### src/rtl/sram_like_responder_pkg.sv
// Shared types and helpers for the SRAM-like responder: size encodings,
// the response-queue entry layout and the byte write-enable decode.
package sram_like_responder_pkg;

    localparam logic [1:0] SIZE_BYTE = 2'd0;
    localparam logic [1:0] SIZE_HALF = 2'd1;
    localparam logic [1:0] SIZE_WORD = 2'd2;

    // Countdown width; holds LAT-1 plus up to 3 extra random cycles.
    localparam int unsigned CNT_W = 8;

    typedef struct packed {
        logic             wr;
        logic             data_vld;
        logic [31:0]      data;
        logic [CNT_W-1:0] cnt;
    } resp_entry_t;

    function automatic logic [3:0] wen_decode(input logic [1:0] size, input logic [1:0] a);
        case (size)
            SIZE_BYTE: return 4'b0001 << a;
            SIZE_HALF: return 4'b0011 << a;
            default:   return 4'b1111;
        endcase
    endfunction

endpackage

### src/rtl/sram_resp_queue.sv
// In-order circular queue of outstanding responses with per-entry countdowns,
// one-cycle-late read data capture and a bypass for a head issued last cycle.
module sram_resp_queue
    import sram_like_responder_pkg::*;
#(
    parameter int unsigned DEPTH = 2,
    localparam int unsigned CW = $clog2(DEPTH + 1),
    localparam int unsigned PTR_W = (DEPTH > 1) ? $clog2(DEPTH) : 1
) (
    input  logic             clk,
    input  logic             reset,
    input  logic             push,
    input  logic             push_wr,
    input  logic [CNT_W-1:0] push_cnt,
    input  logic [31:0]      ram_rdata,
    output logic [CW-1:0]    count,
    output logic             head_ready_c,
    output logic [31:0]      head_rdata_c
);

    resp_entry_t      q [DEPTH];
    logic [PTR_W-1:0] head;
    logic [PTR_W-1:0] tail;
    logic             push_q;
    logic [PTR_W-1:0] push_idx_q;
    logic [DEPTH-1:0] occ;
    logic             byp;
    logic             pop;
    resp_entry_t      hd;

    function automatic logic [PTR_W-1:0] next_ptr(input logic [PTR_W-1:0] p);
        return (p == PTR_W'(DEPTH - 1)) ? '0 : p + PTR_W'(1);
    endfunction

    // Occupancy per slot and head-response readiness.
    always_comb begin
        occ          = '0;
        hd           = q[head];
        byp          = push_q && (push_idx_q == head);
        head_ready_c = 1'b0;
        head_rdata_c = '0;
        for (int i = 0; i < DEPTH; i++) begin
            occ[i] = ((32'(i) + DEPTH - 32'(head)) % DEPTH) < 32'(count);
        end
        head_ready_c = (count != '0) && (hd.cnt == '0) && (hd.data_vld || hd.wr || byp);
        head_rdata_c = hd.wr ? 32'h0 : (byp ? ram_rdata : hd.data);
    end

    assign pop = head_ready_c;

    always_ff @(posedge clk or posedge reset) begin
        if (reset) begin
            head       <= '0;
            tail       <= '0;
            count      <= '0;
            push_q     <= 1'b0;
            push_idx_q <= '0;
            for (int i = 0; i < DEPTH; i++) begin
                q[i] <= '0;
            end
        end else begin
            push_q     <= push;
            push_idx_q <= tail;
            if (push) tail <= next_ptr(tail);
            if (pop)  head <= next_ptr(head);
            case ({push, pop})
                2'b10:   count <= count + CW'(1);
                2'b01:   count <= count - CW'(1);
                default: ;
            endcase
            for (int i = 0; i < DEPTH; i++) begin
                if (push && (PTR_W'(i) == tail)) begin
                    q[i] <= '{wr: push_wr, data_vld: 1'b0, data: 32'h0, cnt: push_cnt};
                end else begin
                    if (occ[i] && (q[i].cnt != '0)) begin
                        q[i].cnt <= q[i].cnt - CNT_W'(1);
                    end
                    // RAM read data lands the cycle after issue.
                    if (push_q && (PTR_W'(i) == push_idx_q) && !q[i].wr) begin
                        q[i].data     <= ram_rdata;
                        q[i].data_vld <= 1'b1;
                    end
                end
            end
        end
    end

endmodule

### src/rtl/sram_like_responder.sv
// Responder end of the SRAM-like req/addr_ok/data_ok interface in front of a
// synchronous RAM. Define SRAM_RAND_DELAY_EN for LFSR-driven stalls and extra latency.
module sram_like_responder
    import sram_like_responder_pkg::*;
#(
    parameter int unsigned DEPTH  = 2,
    parameter int unsigned LAT    = 1,
    parameter int unsigned RAM_AW = 16,
    parameter logic [15:0] SEED   = 16'hACE1,
    localparam int unsigned CW = $clog2(DEPTH + 1)
) (
    input  logic              clk,
    input  logic              reset,
    input  logic              req,
    input  logic              wr,
    input  logic [1:0]        size,
    input  logic [31:0]       addr,
    input  logic [31:0]       wdata,
    output logic              addr_ok,
    output logic              data_ok,
    output logic [31:0]       rdata,
    output logic              ram_en,
    output logic [3:0]        ram_wen,
    output logic [RAM_AW-1:0] ram_addr,
    output logic [31:0]       ram_wdata,
    input  logic [31:0]       ram_rdata
);

    logic [CW-1:0]    count;
    logic             stall;
    logic [CNT_W-1:0] extra;
    logic             hs;
    logic             head_ready_c;
    logic [31:0]      head_rdata_c;
    logic             unused_ok;

`ifdef SRAM_RAND_DELAY_EN
    logic [15:0] lfsr;

    always_ff @(posedge clk or posedge reset) begin
        if (reset) lfsr <= SEED;
        else       lfsr <= {1'b0, lfsr[15:1]} ^ (lfsr[0] ? 16'hB400 : 16'h0000);
    end

    assign stall = (lfsr[1:0] == 2'b11);
    assign extra = CNT_W'(lfsr[3:2]);
`else
    assign stall = 1'b0;
    assign extra = '0;
`endif

    assign unused_ok = ^{addr[31:RAM_AW+2], SEED};

    // Acceptance depends only on internal state, never on req.
    assign addr_ok   = !reset && (count < CW'(DEPTH)) && !stall;
    assign hs        = req && addr_ok;
    assign ram_en    = hs;
    assign ram_wen   = (hs && wr) ? wen_decode(size, addr[1:0]) : 4'b0000;
    assign ram_addr  = addr[RAM_AW+1:2];
    assign ram_wdata = wdata;

    sram_resp_queue #(.DEPTH(DEPTH)) u_queue (
        .clk          (clk),
        .reset        (reset),
        .push         (hs),
        .push_wr      (wr),
        .push_cnt     (CNT_W'(LAT - 1) + extra),
        .ram_rdata    (ram_rdata),
        .count        (count),
        .head_ready_c (head_ready_c),
        .head_rdata_c (head_rdata_c)
    );

    assign data_ok = head_ready_c;
    assign rdata   = head_ready_c ? head_rdata_c : 32'h0;

endmodule

### config.mk
export PLATFORM = sky130hd
export DESIGN_NAME = sram_like_responder
export DESIGN_NICKNAME = d
export VERILOG_FILES = /design/src/rtl/sram_like_responder_pkg.sv /design/src/rtl/sram_resp_queue.sv /design/src/rtl/sram_like_responder.sv
export SDC_FILE = /design/constraint.sdc
export NUM_CORES = 1
export LEC_CHECK = 0
export BUFFER_PORTS_ARGS = -buffer_cell sky130_fd_sc_hd__buf_2
export CAP_MARGIN = 20
export CORE_MARGIN = 4
export CORE_UTILIZATION = 46
export CTS_BUF_LIST = sky130_fd_sc_hd__clkbuf_4 sky130_fd_sc_hd__clkbuf_8 sky130_fd_sc_hd__clkbuf_16
export DETAILED_ROUTE_END_ITERATION = 8
export PLACE_DENSITY = 0.78
export RECOVER_POWER = 25
export REMOVE_ABC_BUFFERS = 1
export SKIP_CTS_REPAIR_TIMING = 1
export SLEW_MARGIN = 40
export SYNTH_ARGS = -nofsm -noshare
export SYNTH_HDL_FRONTEND = slang
export SYNTH_SLANG_ARGS = --single-unit
### constraint.sdc
create_clock -name clk -period 2.3 [get_ports clk]
set_input_delay 0.115 -clock clk [delete_from_list [all_inputs] [get_ports clk]]
set_output_delay 0.115 -clock clk [all_outputs]
set_load 0.03 [all_outputs]
After elaboration in Yosys (flattened, before gate mapping)
Cells that the tools add are included.
- register bits after elaboration: 90
- output and inout bits: 87
- shift operators: 2
- reductions and logical operators: 29
- magnitude comparators: 4
- eq/ne operators: 4
- mux-type cells: 17
- $add $sub $neg: 8
- bitwise gates (word level): 3
- operators with widths (cell ; number):
    2-to-1 mux 42 bit ; 3
    2-to-1 mux 32 bit ; 3
    2-to-1 mux 41 bit ; 2
    2-to-1 mux 33 bit ; 2
    2-to-1 mux 8 bit ; 2
    nonzero test 8 bit ; 2
    subtractor 8 x 1 -> 8 bit (second input constant) ; 2
    logical AND 1 bit ; 14
    nonzero test 2 bit ; 6
    zero test 8 bit ; 1
    one-hot mux 4 bit (2 select lines) ; 1
    equality test 2 x 1 -> 1 bit (second input constant) ; 2
    less-than comparator 1 x 2 -> 1 bit ; 2
    2-to-1 mux 4 bit ; 1
    one-hot mux 2 bit (2 select lines) ; 1
    left shift 1 x 2 -> 4 bit (first input constant) ; 1
    left shift 2 x 2 -> 4 bit (first input constant) ; 1
    zero test 1 bit ; 3
    adder 1 bit (second input constant) ; 2
    adder 2 x 1 -> 2 bit (second input constant) ; 1
    equality test 2 bit (second input constant) ; 1
    greater-or-equal comparator 2 bit (second input constant) ; 1
    zero test 2 bit ; 1
    logical OR 1 bit ; 2
    other kinds (7) ; 10

Logic depth before layout (Yosys ltp)
- depth in word-level cells: 9
- gate-level depth with buffers: 9

Modules after synthesis
From an unflattened synthesis, not the netlist that was laid out.
- cell total of the unflattened synthesis: 650
- area total of the unflattened synthesis: 5393.9 um^2
- modules (own cells, without submodules) (module ; instances ; sequential area each (um^2) ; area each (um^2) ; cells an instance):
    sram_resp_queue ; 1 ; 2252.2 ; 4719.5 ; 553
    sram_like_responder ; 1 ; 0.0 ; 674.4 ; 97

Worst setup path after synthesis
Ideal clock, no wire load.
- kind: register to output
- start: register u_queue.count[1]
- end: output port ram_wen[1]
- slack: -0.057 ns
- data required time: 2.185 ns
- stages on the path, launching flop included: 4
- arrival: 2.242 ns
- buffers on the path: 0
- cells stage by stage: dfrtp_1 > nor3b_1 > nand2_1 > a21oi_1
- word-level cells in the longest chain between the ends: 5
- RTL lines (what ; line ; text):
    start: declaration ; sram_resp_queue.sv:16 ; output logic [CW-1:0] count,
    start signal: assignment ; sram_resp_queue.sv:67 ; 2'b10: count <= count + CW'(1);
    start signal: assignment ; sram_resp_queue.sv:68 ; 2'b01: count <= count - CW'(1);
    less-than comparator 2 bit ; sram_like_responder.sv:55 ; assign addr_ok = !reset && (count < CW'(DEPTH)) && !stall;
    logical AND 1 bit ; sram_like_responder.sv:55 ;
    logical AND 1 bit ; sram_like_responder.sv:56 ; assign hs = req && addr_ok;
    net ram_en ; sram_like_responder.sv:22 ; output logic ram_en,
    logical AND 1 bit ; sram_like_responder.sv:58 ; assign ram_wen = (hs && wr) ? wen_decode(size, addr[1:0]) : 4'b0000;
    2-to-1 mux 4 bit ; sram_like_responder.sv:58 ;
    end: declaration ; sram_like_responder.sv:23 ; output logic [3:0] ram_wen,
The timed path passes the listed nets, and every way through them passes these cells.

Worst setup path after layout
- start: register u_queue.head
- end: output port data_ok
- word-level cells in the longest chain between the ends: 7
- elaborated cells on any way between the ends: 11
- classes of those cells: eq/ne: 1; mux: 3; bitwise: 1; reduce/logical: 6
- RTL lines (what ; line ; text):
    start: declaration ; sram_resp_queue.sv:22 ; logic [PTR_W-1:0] head;
    start signal: assignment ; sram_resp_queue.sv:65 ; if (pop) head <= next_ptr(head);
    inverter 1 -> 2 bit (not written as such) ; sram_resp_queue.sv:38 ; hd = q[head];
    2-to-1 mux 42 bit (not written as such) (3 in a row) ; sram_resp_queue.sv:38 ;
    zero test 8 bit or logical OR 1 bit (tied branches) ; sram_resp_queue.sv:45 ; head_ready_c = (count != '0) && (hd.cnt == '0) && (hd.data_vld || hd.wr || byp);
    logical AND 1 bit or logical OR 1 bit (tied branches) ; sram_resp_queue.sv:45 ;
    logical AND 1 bit (*) ; sram_resp_queue.sv:45 ;
    end: declaration ; sram_like_responder.sv:20 ; output logic data_ok,
Mark *: on every way between the ends. The rest lies on a longest branch, timed or not. The select of a mux whose other input is x is not followed.

==> run_results.csv <==
group,metric,value,unit
critical_path,worstSetupEndpointType,"primary output",
layout,syn2layout_area_growth,11.5,%
floorplanning,core_area,11400,um^2
detailed_routing,viasPerCell,5.70,
grt,grt_pass1_vias,4172,
detailed_routing,routed_wirelength,14200,um
run_status,run_status,"completed",
floorplanning,io_pins,189,
timing,maxSlewHeadroom,0.534,
flow_run,maxCapViolations,0,
timing,holdWs,0.0276,ns
clocking,cts_buffers,9,
timing,finClkSkew,0.00637,ns
floorplanning,dieArea,13400,um^2
clocking,clockRootBuffer,"clkbuf_16",
timing,clock.fmax,448,MHz
critical_path,r2r_start,"u_queue.head",
placed_design,hpwl,9930,um
placed_design,gp_congestion,0.788,
clocking,clk_latency,0.34,ns
floorplanning,dieHeight,116,um
detailed_routing,drc,0,
critical_path,critPathLaunchType,"flip-flop",
floorplanning,row_count,39,
layout,fill_cells,1010,
pwr,finalPower,0.00651,W
timing,rsz0062_at_grt,"yes",
logic_synthesis,syn_inst,602,
logic_synthesis,yosys_warnings,0,
grt,grt_pass1_wl,21800,um
logic_synthesis,synth-edff-count,0,
timing,slew_violations,0,
detailed_routing,drt-initial-drc-count,288,
detailed_routing,drt-pass1-iter-count,5,
layout,seq_area,2250,um^2
logic_synthesis,ys_types,49,
logic_synthesis,synth_area,5320,um^2
grt,grt.overflow.total,0,
timing,hold_viol,0,
worst_hold_path,hold_class,"in2reg",
logic_synthesis,synth-main-ff-cell,"dfrtp_1",
placed_design,dp_slack,0.210,ns
timing,finalCriticalPeriod,2.23,ns
timing,worstMarginPinSlew,0.699,ns
timing,finalSetupTns,0,ns
critical_path,crit_arrival,2.12,ns
detailed_routing,routedWlPerCell,18.4,um
timing,setup_viol,0,
layout,utilization,0.522,
clocking,cts.path.max_buffers,2,
pwr,power_density,1100,nW/um^2
detailed_routing,antenna_left,0,
grt,track_usage,0.211,
logic_synthesis,async_reset_ff_frac,1.00,
placed_design,portBuffers,78,
layout,layout.nets,733,
layout,layout_common_cells,"140 x nand2_1, 88 x dfrtp_1, 76 x a21oi_1",
clocking,cts_sinks,90,
clocking,cts_max_level,3,
timing,finalWorstSetupSlack,0.0698,ns
floorplanning,start_util,0.468,
grt,antenna_found_initial,0,
critical_path,path_max_fanout,10,
timing,period_share,0.970,
clocking,cts_tree,"built",
layout,drive_above_1_share,0.265,
worst_hold_path,min_from,"ram_rdata[11]",
layout,multi_input_comb_area,2520,um^2
pwr,p_leak,2.63,nW
clocking,cts.clk_slew.worst_paths,0.07,ns
detailed_routing,vias,4408,
logic_synthesis,seq_area_frac_synth,0.423,
critical_path,crit_path_start,"u_queue.head",
critical_path,critPathKind,"reg2out",
logic_synthesis,syn_avg_cell_area,8.84,um^2
layout,mostFrequentLayoutCell,"nand2_1",
pwr,ir_worst_vdd,562,uV
floorplanning,fp.dieW,116,um
logic_synthesis,synth-seq-cells,90,
grt,grt_max_degree,44,
critical_path,worstPathRequired,2.18,ns
layout,antenna_cells,0,
[layout make-up]
cell class / instances / share of cell area
Multi-Input combinational cell: 415 / 0.424
Sequential cell: 90 / 0.380
Timing Repair Buffer: 101 / 0.113
Clock buffer: 9 / 0.0380
Tap cell: 143 / 0.0301
Clock inverter: 7 / 0.00886
Inverter: 9 / 0.00611
[per-stage QoR]
step	std cells	area [um^2]
final	774	5930
after global routing	774	5930
after CTS	770	5820
after detailed placement	754	5540
after global placement	754	5540
after floorplan	514	4740
[worst max-delay path, stage by stage (launching register included)]
cell and delay (ns):
dfrtp_2 0.51, buf_4 0.16, nor3_1 0.04, a21oi_1 0.29
o21ai_0 0.18, a21oi_1 0.25, buf_4 0.17, buf_2 0.19
[cell usage after synthesis, drive strengths merged (2+ instances only)]
library cell,count,area share
nand2,141,0.099
clkbuf,18,0.013
or4,4,0.0056
nor2,58,0.041
mux2,2,0.0042
o21ai,6,0.0056
and2,5,0.0059
or3,2,0.0023
xor2,5,0.0082
ha,5,0.012
nor3,3,0.0028
a21oi,76,0.071
buf,70,0.097
nor4,5,0.0099
nand2b,2,0.0023
a211oi,34,0.076
o211ai,2,0.0028
xnor2,6,0.0099
inv,9,0.0063
o31ai,2,0.0028
or2,4,0.0047
mux2i,32,0.060
o41ai,2,0.0033
dfrtp,90,0.42
o2111ai,2,0.0033
[report_power, final]
group | total (W) | leakage, nW | switching (W) | internal (W)
Combinational | 0.00219 | 1.51 | 0.00122 | 0.000979
Sequential | 0.00293 | 0.982 | 0.000605 | 0.00233
Clock | 0.00138 | 0.137 | 0.000639 | 0.000742
Total | 0.00651 | 2.63 | 0.00246 | 0.00405
[path summary, 6_finish.rpt]
path / endpoint / slack (ns) / cells past startpoint
worst max-delay path: data_ok / 0.07 / 7
worst min-delay path: u_queue.q[61] / 0.03 / 3
worst max register to register: u_queue.count[1] / 0.20 / 8
worst min register to register: u_queue.push_idx_q / 0.51 / 0
max in group asynchronous: u_queue.q[21] / 1.22 / 4
min in group asynchronous: u_queue.q[48] / 0.42 / 3
[state kept, by name, summed over array words and instances (netlist names)]
signal and flops:
u_queue.count 2, u_queue.head 1, u_queue.q 84, u_queue.push_q 1
u_queue.tail 1, u_queue.push_idx_q 1
[cell families (layout without fill, tap and decap cells)]
| kind of cell | Yosys count | count (layout) | synth area share |
|---|---|---|---|
| AND/OR/NAND/NOR | 233 | 233 | 0.187 |
| XOR/XNOR | 11 | 11 | 0.0181 |
| buffers and inverters | 97 | 126 | 0.116 |
| multiplexers | 34 | 34 | 0.0644 |
| adder cells (fa/ha/maj) | 5 | 5 | 0.0118 |
| AO/OA/AOI/OAI | 132 | 132 | 0.179 |
| flip-flops | 90 | 90 | 0.423 |
[layer usage]
layer  global-route usage  vias up  wire, um
li1                     -     2039         -
met1                0.266     2137      5710
met2                0.311      216      6490
met3                0.122       14      1840
met4               0.0548        2       149
met5               0.0296        -        28
(Power assumes the default switching activity.)
